**src/rtl/nbit_serial_addsub.sv**
```systemverilog
// nbit_serial_addsub: slice-serial N-bit adder/subtractor with a valid/ready
// handshake on both sides. The operation takes N/K cycles, one K-bit slice
// per cycle, LSB slice first.
// Optional feature: define NBIT_ADDSUB_SAT_EN for signed saturation on overflow.
module nbit_serial_addsub #(
    parameter int unsigned N = 32,
    parameter int unsigned K = 8
) (
    input  logic         clk,
    input  logic         rst_n,
    input  logic         in_valid,
    output logic         in_ready,
    input  logic [N-1:0] a,
    input  logic [N-1:0] b,
    input  logic         op,
    output logic         out_valid,
    input  logic         out_ready,
    output logic [N-1:0] result,
    output logic         cry_flag,
    output logic         zr_flag,
    output logic         of_flag,
    output logic         neg_flag
);

    localparam int unsigned NS = N / K;
    localparam int unsigned CW = (NS > 1) ? $clog2(NS) : 1;

    typedef enum logic [1:0] {
        IDLE = 2'd0,
        RUN  = 2'd1,
        DONE = 2'd2
    } state_t;

    state_t         r_state;
    logic [N-1:0]   r_a;
    logic [N-1:0]   r_b;
    logic           r_op;
    logic           r_a_msb;
    logic           r_b_msb;
    logic           r_carry;
    logic           r_zero;
    logic [CW-1:0]  r_cnt;
    logic           r_in_ready;
    logic           r_out_valid;
    logic [N-1:0]   r_result;
    logic           r_cry;
    logic           r_zr;
    logic           r_of;
    logic           r_neg;

    logic [K-1:0]   w_b_sl;
    logic [K:0]     w_sum;
    logic [K-1:0]   w_sum_sl;
    logic [N-1:0]   w_next_acc;
    logic [N-1:0]   w_final;
    logic           w_of;
    logic           w_zr;
    logic           w_last;

    // Current slice sum; operand registers are shifted so the active slice is always at the bottom
    always_comb begin
        w_b_sl   = r_op ? ~r_b[K-1:0] : r_b[K-1:0];
        w_sum    = {1'b0, r_a[K-1:0]} + {1'b0, w_b_sl} + (K+1)'(r_carry);
        w_sum_sl = w_sum[K-1:0];
        w_last   = (r_cnt == CW'(NS - 1));
    end

    // Partial-result accumulator: completed slices shift in from the top
    if (NS == 1) begin : g_one
        assign w_next_acc = w_sum_sl;
    end else begin : g_multi
        logic [N-K-1:0] r_acc;

        assign w_next_acc = {w_sum_sl, r_acc};

        // Keep the upper N-K bits of the result built so far
        always_ff @(posedge clk) begin
            if (!rst_n) begin
                r_acc <= '0;
            end else if (r_state == RUN) begin
                r_acc <= w_next_acc[N-1:K];
            end
        end
    end

    // Overflow and final output value, with optional signed saturation
    always_comb begin
        w_of = (r_op ? (r_a_msb != r_b_msb) : (r_a_msb == r_b_msb))
               && (w_next_acc[N-1] != r_a_msb);
`ifdef NBIT_ADDSUB_SAT_EN
        if (w_of) begin
            w_final = r_a_msb ? {1'b1, {(N-1){1'b0}}} : {1'b0, {(N-1){1'b1}}};
        end else begin
            w_final = w_next_acc;
        end
        w_zr = !w_of && r_zero && (w_sum_sl == '0);
`else
        w_final = w_next_acc;
        w_zr    = r_zero && (w_sum_sl == '0);
`endif
    end

    // Control FSM, operand capture, slice sequencing and registered outputs
    always_ff @(posedge clk) begin
        if (!rst_n) begin
            r_state     <= IDLE;
            r_a         <= '0;
            r_b         <= '0;
            r_op        <= 1'b0;
            r_a_msb     <= 1'b0;
            r_b_msb     <= 1'b0;
            r_carry     <= 1'b0;
            r_zero      <= 1'b0;
            r_cnt       <= '0;
            r_in_ready  <= 1'b1;
            r_out_valid <= 1'b0;
            r_result    <= '0;
            r_cry       <= 1'b0;
            r_zr        <= 1'b0;
            r_of        <= 1'b0;
            r_neg       <= 1'b0;
        end else begin
            case (r_state)
                IDLE: begin
                    if (in_valid) begin
                        r_a        <= a;
                        r_b        <= b;
                        r_op       <= op;
                        r_a_msb    <= a[N-1];
                        r_b_msb    <= b[N-1];
                        r_carry    <= op;
                        r_zero     <= 1'b1;
                        r_cnt      <= '0;
                        r_in_ready <= 1'b0;
                        r_state    <= RUN;
                    end
                end
                RUN: begin
                    r_a     <= r_a >> K;
                    r_b     <= r_b >> K;
                    r_carry <= w_sum[K];
                    r_zero  <= r_zero && (w_sum_sl == '0);
                    if (w_last) begin
                        r_cnt       <= '0;
                        r_result    <= w_final;
                        r_cry       <= w_sum[K];
                        r_of        <= w_of;
                        r_zr        <= w_zr;
                        r_neg       <= w_final[N-1];
                        r_out_valid <= 1'b1;
                        r_state     <= DONE;
                    end else begin
                        r_cnt <= r_cnt + CW'(1);
                    end
                end
                DONE: begin
                    if (out_ready) begin
                        r_out_valid <= 1'b0;
                        r_in_ready  <= 1'b1;
                        r_state     <= IDLE;
                    end
                end
                default: begin
                    r_out_valid <= 1'b0;
                    r_in_ready  <= 1'b1;
                    r_state     <= IDLE;
                end
            endcase
        end
    end

    assign in_ready  = r_in_ready;
    assign out_valid = r_out_valid;
    assign result    = r_result;
    assign cry_flag  = r_cry;
    assign zr_flag   = r_zr;
    assign of_flag   = r_of;
    assign neg_flag  = r_neg;

endmodule
```
**config.mk**
```make
export PLATFORM = sky130hd
export DESIGN_NAME = nbit_serial_addsub
export DESIGN_NICKNAME = d
export VERILOG_FILES = /design/src/rtl/nbit_serial_addsub.sv
export SDC_FILE = /design/constraint.sdc
export NUM_CORES = 1
export LEC_CHECK = 0
export CORE_UTILIZATION = 40
export DETAILED_ROUTE_END_ITERATION = 8
export GPL_TIMING_DRIVEN = 0
export HOLD_SLACK_MARGIN = 0.15
export SYNTH_ARGS = -nofsm -noshare
export SYNTH_HDL_FRONTEND = slang
export SYNTH_SLANG_ARGS = --single-unit
export TNS_END_PERCENT = 1
```
**constraint.sdc**
```tcl
create_clock -name clk -period 6.9 [get_ports clk]
set_input_delay 1.035 -clock clk [delete_from_list [all_inputs] [get_ports clk]]
set_output_delay 1.035 -clock clk [all_outputs]
set_load 0.02 [all_outputs]
```
==> out/qor.yml <==
run_status:
  status: "completed"
setup_path:
  crit_required_ps: 7260
  cp.arrival_ps: 3610
  r2r-start: "r_op"
  worstPathMaxFanout: 10
  r2r_slack_ps: 3650
  start_kind: "flop"
  critPathKind: "reg2reg"
  startpoint: "r_op"
  crit_path_end_kind: "flop"
layout:
  synthToLayoutAreaGrowth_pct: 31.2
  fillers: 1372
  utilization_pct: 53.4
  layout.cells.non_filler: 1023
  nets: 905
  drive_above_1_share_pct: 6.20
  antenna_cells: 0
placed_design:
  hpwl_um: 12400
  dp_cells: 991
  place.gp.congestion: 0.837
  portBuffers: 105
min_path:
  hold_class: "reg2reg"
  hp-start: "result[4]"
power_and_ir_drop:
  finalPower_mw: 2.02
  power_density_mw_per_mm2: 261
  vdd_ir_drop_max_mv: 0.174
  leakagePower_nw: 3.36
synth:
  synth-edff-count: 0
  syn_inst: 702
  synthesis.nets: 781
  ys_types: 48
  synth_area_per_cell_um2: 8.40
  synth-seq-area-share_pct: 45.5
  ys_seq_elements: 134
  syn_area_mm2: 0.00590
  synth_top_flop_cell: "dfxtp_1"
  synth_warnings: 0
  async_flop_share_pct: 0
global_routing:
  grt_antenna_before_repair: 0
  grt_usage_pct: 22.5
  grt_pass1_wl_um: 25600
  overflow: 0
  first_global_vias: 5110
  grt_max_degree: 17
sta:
  grt_setup_unrepaired: "false"
  setup_viol: 0
  max-slew-margin-rel_pct: 55.9
  finalClockSkew_ps: 6.55
  period_needed_ps: 3250
  hold_violations: 0
  finalSetupTns_ps: 0
  worstMarginPinSlew_ps: 661
  maxSlewViolCount: 0
  fmax_mhz: 308
  period_share_pct: 47.1
clocking:
  cts_setup_buffers: 0
  numCtsBuffers: 17
  clk_pin_slew_ps: 60
  hold_buffers: 0
  insertion_delay_ps: 420
  cts_tree: "built"
  ctsRootBufferMaster: "clkbuf_16"
  cts_buffer_depth: 2
  cts_sinks: 134
  cts_repair_resize_count: 0
  cts.htree.levels: 4
die:
  initial_core_util_pct: 40.7
  die_h_um: 123
  rows: 44
  die-width_um: 123
  coreArea_mm2: 0.0145
  die_area_mm2: 0.0152
  io_pins: 107
drt:
  via_per_inst: 5.16
  ant_nets: 0
  drt-total-wl_um: 16300
  routedWlPerCell_um: 15.9
  vias: 5282
  drc: 0
  drt_first_pass_iters: 6
  drt_iter0_markers: 330
job:
  cap_viol_max_count: 0
-- layout by cell type (no fill, tap or decap), types with 2 or more instances in the layout --
cell             count
a21boi_1            68
ha_1                 8
o21a_1               2
nor2_1               6
nor2b_1              2
buf_2               10
a21o_1               2
o21ai_0              6
xnor2_1              2
clkdlybuf4s50_1    105
dfxtp_1            134
clkbuf_1            50
nor3_1               5
a21oi_2              2
and2_1               5
o211ai_1             3
o211a_1             53
or2_1                2
nand2_1            229
bufinv_16            2
nor2_2               2
nand3_1             62
inv_1                5
clkinvlp_4           2
or3_1                2
fa_1                 2
xor2_1               9
a21boi_0             3
o21ai_1              4
clkbuf_16           17
clkinv_2             6
nand2b_1             3
a21oi_1              5
-- cells in the mapped netlist, types with 2 or more instances --
master    number  area [um2]
nor2b_1        2        12.5
a21oi_2        2        17.5
dfxtp_1      134        2680
nand2_1      229         860
nor3_1         5        25.0
a21boi_1      68         510
nand3_1       62         310
a21oi_1        5        25.0
nor2_2         2        12.5
fa_1           2        40.0
xor2_1         9        78.8
clkbuf_1      46         173
o21ai_1        4        20.0
ha_1           8         100
o211a_1       53         531
buf_2         10        50.1
inv_1          5        18.8
and2_1         5        31.3
o21a_1         2        15.0
nor2_1         6        22.5
o21ai_0        6        30.0
a21o_1         2        15.0
xnor2_1        2        17.5
nand2b_1       3        18.8
or3_1          2        12.5
o211ai_1       3        22.5
a21boi_0       3        22.5
or2_1          2        12.5
-- report_power, final --
part / internal (mW) / switching (mW) / total [mW]
clock: 0.537 / 0.329 / 0.865
combinational: 0.136 / 0.168 / 0.304
sequential: 0.819 / 0.0314 / 0.850
-- area by class of cell --
type,instances,area [um2],share of cell area [%]
Multi-Input combinational cell,505,2960,38.3
Timing Repair Buffer,105,1050,13.6
Sequential cell,134,2680,34.7
Clock inverter,10,105,1.36
Tap cell,184,230,2.98
Inverter,6,22.5,0.291
Buffer,57,230,2.98
Clock buffer,22,454,5.87
-- registers in the layout, summed over array words and instances, names as in the netlist --
signal         flops
r_a               32
r_b               32
result            32
g_multi.r_acc     24
r_cnt              2
r_state            2
cry_flag           1
in_ready           1
of_flag            1
out_valid          1
r_a_msb            1
r_b_msb            1
r_carry            1
r_op               1
r_zero             1
zr_flag            1
-- path summary, 6_finish.rpt --
| path | endpoint | depth (start not counted) |
|---|---|---|
| worst max register to register | zr_flag | 10 |
| worst max-delay path | zr_flag | 10 |
| worst min register to register | result[4] | 2 |
| worst min-delay path | result[4] | 2 |
-- metrics by stage --
step,hold WS [ps],setup slack (ps),area (um2)
6_report,449,3650,7740
4_1_cts,452,3640,7740
5_1_grt,471,3500,7740
2_1_floorplan,431,4040,5900
3_5_place_dp,445,3660,7180
3_3_place_gp,442,3690,7180
-- worst max-delay path, stage by stage (launching register included) --
cell	delay (ps)
dfxtp_1	300
clkbuf_1	500
xnor2_1	210
fa_1	430
fa_1	460
nor2b_4	140
o31a_2	180
a21oi_2	60
or4_1	540
nor3_2	200
a31o_1	170
-- per-layer routing --
metal | track usage (%) | vias to the layer above | routed length, um
li1 | - | 2640 | -
met5 | 0 | - | 0
met2 | 40.3 | 160 | 8030
met3 | 4.80 | 22 | 676
met4 | 9.11 | 0 | 341
met1 | 25.9 | 2460 | 7240
-- cells by family (layout without fill, tap and decap cells) --
group | Yosys count | in the layout | synth area share [%]
buffers and inverters | 63 | 200 | 4.29
xor gates and xnor gates | 11 | 11 | 1.63
DFF | 134 | 134 | 45.5
adders and majority gates | 10 | 10 | 2.38
AOI/OAI and AO/OA | 156 | 156 | 22.1
and+or+nand+nor | 327 | 327 | 24.0
muxes | 1 | 1 | 0.170
No activity file was read; power rests on OpenSTA's default activity.
